File: config.mk
export PLATFORM = sky130hd
export DESIGN_NAME = bcd_sum_display_flat
export DESIGN_NICKNAME = d
export VERILOG_FILES = /design/src/rtl/bcd_sum_display_if.sv /design/src/rtl/bcd_sum_display.sv /design/src/flat_wrapper.sv
export SDC_FILE = /design/constraint.sdc
export NUM_CORES = 1
export LEC_CHECK = 0
export ABC_AREA = 0
export CORE_MARGIN = 3
export CORE_UTILIZATION = 39
export DETAILED_ROUTE_END_ITERATION = 16
export HOLD_SLACK_MARGIN = 0.15
export PLACE_DENSITY = 0.57
export SETUP_SLACK_MARGIN = 0.15
export SLEW_MARGIN = 0
export SYNTH_ARGS = -nofsm -noshare
export SYNTH_HDL_FRONTEND = slang
export SYNTH_SLANG_ARGS = --single-unit
File: constraint.sdc
create_clock -name clk -period 2.25 [get_ports clk]
set_input_delay 0.45 -clock clk [delete_from_list [all_inputs] [get_ports clk]]
set_output_delay 0.45 -clock clk [all_outputs]
set_load 0.05 [all_outputs]
File: src/rtl/bcd_sum_display_if.sv
// Operand/result capture bus and multiplexed seven-segment display lines
// for the BCD adder display stage.
interface bcd_sum_display_if;
  logic       load;
  logic [3:0] a;
  logic [3:0] b;
  logic [3:0] sum;
  logic       co;
  logic [3:0] an;
  logic [6:0] seg;

  modport master (output load, a, b, sum, co, input an, seg);
  modport slave  (input load, a, b, sum, co, output an, seg);
endinterface

File: src/rtl/bcd_sum_display.sv
// Latches A, B and the BCD adder result, then time-multiplexes them onto a
// 4-digit common-anode seven-segment display, one digit per DIV-cycle slot.
module bcd_sum_display #(
  parameter int unsigned DIV = 50000,
  parameter int unsigned CW  = 20
) (
  input logic              clk,
  input logic              rst,
  bcd_sum_display_if.slave bus
);

  localparam logic [CW-1:0] CNT_LAST = CW'(DIV - 1);
  localparam logic [6:0]    SEG_BLANK = 7'b1111111;
  localparam logic [6:0]    SEG_E     = 7'b0000110;

  // Digit slots, encoded so the value is the an[] bit position it enables.
  typedef enum logic [1:0] {
    SLOT_ONES = 2'd0,
    SLOT_TENS = 2'd1,
    SLOT_B    = 2'd2,
    SLOT_A    = 2'd3
  } slot_t;

  slot_t         idx_q, idx_d;
  logic [CW-1:0] cnt_q, cnt_d;
  logic [3:0]    a_q, a_d;
  logic [3:0]    b_q, b_d;
  logic [3:0]    sum_q, sum_d;
  logic          co_q, co_d;
  logic [3:0]    an_q, an_d;
  logic [6:0]    seg_q, seg_d;
  logic          tick_c;

  // Active-low gfedcba pattern for a BCD code; anything above 9 shows "E".
  function automatic logic [6:0] decode(input logic [3:0] v);
    logic [6:0] s;
    case (v)
      4'd0:    s = 7'b1000000;
      4'd1:    s = 7'b1111001;
      4'd2:    s = 7'b0100100;
      4'd3:    s = 7'b0110000;
      4'd4:    s = 7'b0011001;
      4'd5:    s = 7'b0010010;
      4'd6:    s = 7'b0000010;
      4'd7:    s = 7'b1111000;
      4'd8:    s = 7'b0000000;
      4'd9:    s = 7'b0010000;
      default: s = SEG_E;
    endcase
    return s;
  endfunction

  always_ff @(posedge clk) begin
    if (rst) begin
      cnt_q <= '0;
      idx_q <= SLOT_A;
      a_q   <= '0;
      b_q   <= '0;
      sum_q <= '0;
      co_q  <= 1'b0;
      an_q  <= 4'b1111;
      seg_q <= SEG_BLANK;
    end else begin
      cnt_q <= cnt_d;
      idx_q <= idx_d;
      a_q   <= a_d;
      b_q   <= b_d;
      sum_q <= sum_d;
      co_q  <= co_d;
      an_q  <= an_d;
      seg_q <= seg_d;
    end
  end

  // Next-state: divider, capture, and slot advance on tick. The digit
  // content is decoded from the pre-edge latches, so a load coinciding
  // with a tick is only visible from that digit's next slot.
  always_comb begin
    cnt_d  = cnt_q + CW'(1);
    idx_d  = idx_q;
    a_d    = a_q;
    b_d    = b_q;
    sum_d  = sum_q;
    co_d   = co_q;
    an_d   = an_q;
    seg_d  = seg_q;
    tick_c = (cnt_q == CNT_LAST);

    if (bus.load) begin
      a_d   = bus.a;
      b_d   = bus.b;
      sum_d = bus.sum;
      co_d  = bus.co;
    end

    if (tick_c) begin
      cnt_d = '0;
      idx_d = slot_t'(2'(idx_q + 2'd1));
      an_d  = ~(4'b0001 << idx_d);
      case (idx_d)
        SLOT_A:    seg_d = decode(a_q);
        SLOT_B:    seg_d = decode(b_q);
        SLOT_TENS: seg_d = co_q ? decode(4'd1) : SEG_BLANK;
        SLOT_ONES: seg_d = decode(sum_q);
        default:   seg_d = SEG_BLANK;
      endcase
    end
  end

  assign bus.an  = an_q;
  assign bus.seg = seg_q;

endmodule

File: src/flat_wrapper.sv
// flat-port wrapper written by rule: the top's interface ports become plain ports
module bcd_sum_display_flat 
#(
  parameter int unsigned DIV = 50000,
  parameter int unsigned CW  = 20
)
  (clk, rst, bus_load, bus_a, bus_b, bus_sum, bus_co, bus_an, bus_seg);
  bcd_sum_display_if bus_i ();
  input logic clk;
  input logic rst;
  input wire logic [$bits(bus_i.load)-1:0] bus_load;
  input wire logic [$bits(bus_i.a)-1:0] bus_a;
  input wire logic [$bits(bus_i.b)-1:0] bus_b;
  input wire logic [$bits(bus_i.sum)-1:0] bus_sum;
  input wire logic [$bits(bus_i.co)-1:0] bus_co;
  output wire logic [$bits(bus_i.an)-1:0] bus_an;
  output wire logic [$bits(bus_i.seg)-1:0] bus_seg;
  assign bus_i.load = bus_load;
  assign bus_i.a = bus_a;
  assign bus_i.b = bus_b;
  assign bus_i.sum = bus_sum;
  assign bus_i.co = bus_co;
  assign bus_an = bus_i.an;
  assign bus_seg = bus_i.seg;
  bcd_sum_display #(.DIV(DIV), .CW(CW)) u_core (.clk(clk), .rst(rst), .bus(bus_i));
endmodule
=== After elaboration in Yosys (flattened, before gate mapping) ===
Memory sizes are Yosys's and may differ from the RTL's. A register that Yosys moved wholly into a read port is not among the register bits.
Index checks and enable logic that the tools add are counted.
W data, S select, Z words.

* Flip-flop bits (word level): 46
* ROM bits: 336
* Input port bits: 16
* Output and inout port bits: 11
* Word-level logic and storage cells: 29
* Memories kept: 3

* Add/subtract/negate cells: 2
* Equal/unequal tests: 4
* Shifts and indexed selects: 1
* Mux-type cells: 8
* Bitwise logic cells: 1
* Reduce and logical (&&, ||, !) cells: 2

{| class="wikitable"
|+ Memory list
! name !! words !! width !! rd ports !! clocked after Yosys merged registers in !! write ports !! line !! source
|-
| (no name shown) || 16 || 7 || 1 || 1 || 0 || bcd_sum_display.sv:37 || <nowiki>case (v)</nowiki>
|-
| (no name shown) || 16 || 7 || 1 || 1 || 0 || bcd_sum_display.sv:37 ||
|-
| (no name shown) || 16 || 7 || 1 || 1 || 0 || bcd_sum_display.sv:37 ||
|}

{| class="wikitable"
|+ Operator list
! kind !! number
|-
| $pmux W7 S4 || 1
|-
| $mux W4 || 6
|-
| $add A20 B1 Y20 const B || 1
|-
| $eq A20 B16 Y1 const B || 1
|-
| $eq A2 B2 Y1 const B || 2
|-
| $not A4 Y4 || 1
|-
| $shl A1 B2 Y4 const A || 1
|-
| $mux W3 || 1
|-
| $add A2 B1 Y2 const B || 1
|-
| $eq A2 B1 Y1 const B || 1
|-
| $logic_not A2 Y1 || 1
|-
| $reduce_or A2 Y1 || 1
|}

=== Depth between registers and ports, before layout ===
* Depth after elaboration: 3
* Gate-level depth with buffers: 8
* Depth with buffers taken out: 6

=== Worst setup path before layout ===
No wires, ideal clock.

* Path kind: input-to-reg
* Start: input port bus_load
* End: register with a tool-made name
* Setup time: 0.070 ns
* Arrival: 1.979 ns
* Data required time: 2.180 ns
* Setup slack: 0.201 ns
* Stages: 8
* Buffers on the path: 2
* Cell sequence: buf_2 buf_4 mux2i_1 nor2_1 inv_1 ha_1 or3_1 a21oi_1

{| class="wikitable"
|+ RTL lines
! element !! line !! source
|-
| from (decl) || flat_wrapper.sv:11 || <nowiki>input wire logic [$bits(bus_i.load)-1:0] bus_load;</nowiki>
|}

==> flow_metrics.env <==
export IMPL_clk_pin_slew_ns=0.07
export IMPL_drc=0
export IMPL_antenna_cells=0
export IMPL_fp_dieArea_um2=8943
export IMPL_max_freq_mhz=505.5
export IMPL_wl_met1_um=2962
export IMPL_rows=31
export IMPL_slowest_stage="clkdlybuf4s50_1"
export IMPL_status="finished clean"
export IMPL_cts_setup_buffers=0
export IMPL_gr_total_overflow=0
export IMPL_routed_wl_met3_um=240
export IMPL_post_synth_top_area_cell="dfxtp_1"
export IMPL_ys_ff_latch=67
export IMPL_hold_end="u_core.a_q[0]"
export IMPL_worst_slack_ns=0.2718
export IMPL_place_hpwl_um=4488
export IMPL_ant_nets=0
export IMPL_drt_first_iter_violations=109
export IMPL_rr_endpoint="u_core.cnt_q[18]"
export IMPL_pre_cts_ws_ns=-0.08243
export IMPL_yosysWarnings=0
export IMPL_ios=27
export IMPL_track_usage_pct=15.25
export IMPL_worstMarginPinSlew_ns=0.4972
export IMPL_crit_required_ns=2.53
export IMPL_cts_made_buffers=9
export IMPL_ys_flop_type="dfxtp_1"
export IMPL_first_global_vias=2207
export IMPL_cts_buffer_depth=2
export IMPL_min_path_type="input pin to flop"
export IMPL_cts_root_buf="clkbuf_8"
export IMPL_start_kind="input pin"
export IMPL_cts_htree_levels=3
export IMPL_setup_viol=0
export IMPL_clk_latency_ns=0.34
export IMPL_fin_cells=491
export IMPL_path_max_fanout=8
export IMPL_grt_max_degree=32
export IMPL_place_congestion=0.8556
export IMPL_worstHoldPathCells=2
export IMPL_num_vias=2331
export IMPL_slowest_delay_ns=0.45
export IMPL_synth_distinct_cells=34
export IMPL_die_w_um=94.57
export IMPL_slew_viol_final=0
export IMPL_syn_nets=375
export IMPL_highest_layer="met4"
export IMPL_dp_cells=475
export IMPL_coreArea_um2=7447
export IMPL_wire_per_inst_um=12.33
export IMPL_async_flop_share_pct=0
export IMPL_synth_edf_count=0
export IMPL_ys_top_cells_by_area="dfxtp_1 (44%), mux2i_1 (9.5%), ha_1 (8.6%), nor2_1 (6.7%), a21oi_1 (3.8%)"
export IMPL_p_leak_nw=1.511
export IMPL_syn_area_um2=3059
export IMPL_rsz0062_at_grt="no"
export IMPL_cap_violations=0
export IMPL_cts_tree="done"
export IMPL_viasPerCell=4.747
export IMPL_start_util_pct=41.08
export IMPL_p_int_mw=1.895
export IMPL_met2_length_um=2732
export IMPL_power_frac_seq_pct=51.0
export IMPL_fin_crit_sh_pct=87.92
export IMPL_cts_sinks=67
export IMPL_power_density_nw_per_um2=657.0
export IMPL_portBuffers=26
export IMPL_avgSynthCellArea_um2=9.051
export IMPL_die_h_um=94.57
export IMPL_report_final_hold_viol_count=0
export IMPL_rr_startpoint="u_core.cnt_q[0]"
export IMPL_slew_limit_headroom_pct=66.75
export IMPL_synth_top_cell_area_share_pct=43.84
export IMPL_drive_gt1_share_pct=13.27
export IMPL_pwr_share_comb_pct=9.4
export IMPL_first_pass_iters=4
export IMPL_worst_setup_path_type="input pin to flop"
export IMPL_min_delay_start="rst"
export IMPL_hold_buffers=0
export IMPL_cp_cell_sequence="clkdlybuf4s50_1 -> buf_4 -> mux2i_1 -> nor2_1 -> inv_1 -> ha_1 -> or3_1 -> a21oi_1"
export IMPL_period_needed_ns=1.978
export IMPL_r2r_cells=5
export IMPL_synthesis_instances=338
export IMPL_ys_seq_area_share_pct=43.84
export IMPL_clkPwrFrac_pct=39.6
export IMPL_drt_total_wl_um=6053
export IMPL_syn2layout_area_growth_pct=23.23
export IMPL_arrival_ns=2.25
export IMPL_switchingPower_mw=0.5815
export IMPL_post_cts_resized=0
export IMPL_antenna_found_initial=0
export IMPL_end_kind="flop"
export IMPL_utilization_pct=50.62
export IMPL_fin_nets=424
export IMPL_fin_skew_ns=0.007279
export IMPL_switching_share_pct=23.48
export IMPL_ir_drop_mv=0.4389
export IMPL_grt_pass1_wl_um=10380
export IMPL_r2r_slack_ns=0.36
per-layer routing:
layer | up-vias | track usage, %
met3 | 10 | 4.303
met2 | 37 | 23.76
li1 | 1243 | -
met1 | 1041 | 19.75
met5 | - | 0
met4 | 0 | 6.490
stage by stage:
stage          hold slack (ns)  cell area, µm²  setup TNS, ns  total power [mW]
4_1_cts                 0.4503            3770              0             2.516
5_1_grt                 0.5038            3770              0             2.598
3_3_place_gp            0.4473            3576       -0.04280             1.522
6_report                0.4639            3770              0             2.477
2_1_floorplan           0.4300            3059              0             1.423
3_5_place_dp            0.4553            3576        -0.1609             1.525
cell usage after synthesis (3+ instances only):
library cell	number
nor2_1	55
nand4_1	5
mux2i_1	29
nor3_1	5
xnor2_1	9
or2_2	3
nand3_1	6
or3_1	10
clkbuf_1	9
nand2_1	19
o21ai_0	15
a22oi_1	7
dfxtp_1	67
nand2b_1	3
buf_1	3
a21oi_1	23
xor2_1	3
ha_1	21
inv_1	15
nor4_1	3
nor2b_1	10
layout make-up:
cell class                      count  area (µm²)
Clock buffer                       11       141.4
Clock inverter                      5       52.55
Fill cell                         725        3677
Inverter                           15       56.30
Multi-Input combinational cell    241        1597
Sequential cell                    67        1341
Tap cell                           99       123.9
Timing Repair Buffer               53       457.9
cell usage in the layout (no fill, tap or decap), drive strengths merged, types with 3 or more instances in the layout:
cell,synthesis,final
nor2b,10,10
buf,6,27
clkdlybuf4s50,0,25
nor2,55,55
or2,3,3
nand2b,3,3
clkbuf,9,12
xor2,3,3
a21oi,23,23
nand4,6,6
nor3,5,5
inv,15,15
dfxtp,67,67
ha,21,21
clkinv,0,3
mux2i,29,29
nand2,19,19
a22oi,7,7
o21ai,15,15
nand3,8,8
nor4,3,3
or3,10,10
xnor2,9,9
worst max-delay path: cells and delay by family:
family                   cells  cell delay, ns
buffers and inverters        3            0.71
AND/OR/NAND/NOR              2            0.47
multiplexers                 1            0.24
adder cells (fa/ha/maj)      1            0.24
AO/OA/AOI/OAI                1            0.14
cells by family after synthesis:
group           after synthesis  share of synthesized area [%]
compound gates               50                          9.202
xor+xnor                     12                          3.436
fa+ha+maj                    21                          8.589
buf+inv                      30                          3.967
flops                        67                          43.84
mux                          29                          9.489
simple gates                129                          21.47
worst max-delay path by stage:
stage / start / endpoint / slack (ns) / depth (start not counted)
3_5_place_dp: bus_load / flop / -0.08 / 8
2_1_floorplan: bus_load / flop / 0.20 / 8
5_1_grt: u_core.cnt_q[0] / u_core.cnt_q[18] / 0.17 / 5
6_report: bus_load / flop / 0.27 / 8
3_3_place_gp: bus_load / flop / -0.03 / 8
4_1_cts: bus_load / flop / 0.27 / 8
power groups by stage:
stage	Combinational, mW	Clock [mW]	Sequential, mW
floorplan	0.141	0	1.28
global placement	0.234	0	1.29
detailed placement	0.235	0	1.29
CTS	0.236	1.02	1.26
global route	0.267	1.06	1.27
finish	0.233	0.982	1.26
(Power assumes the default switching activity.)
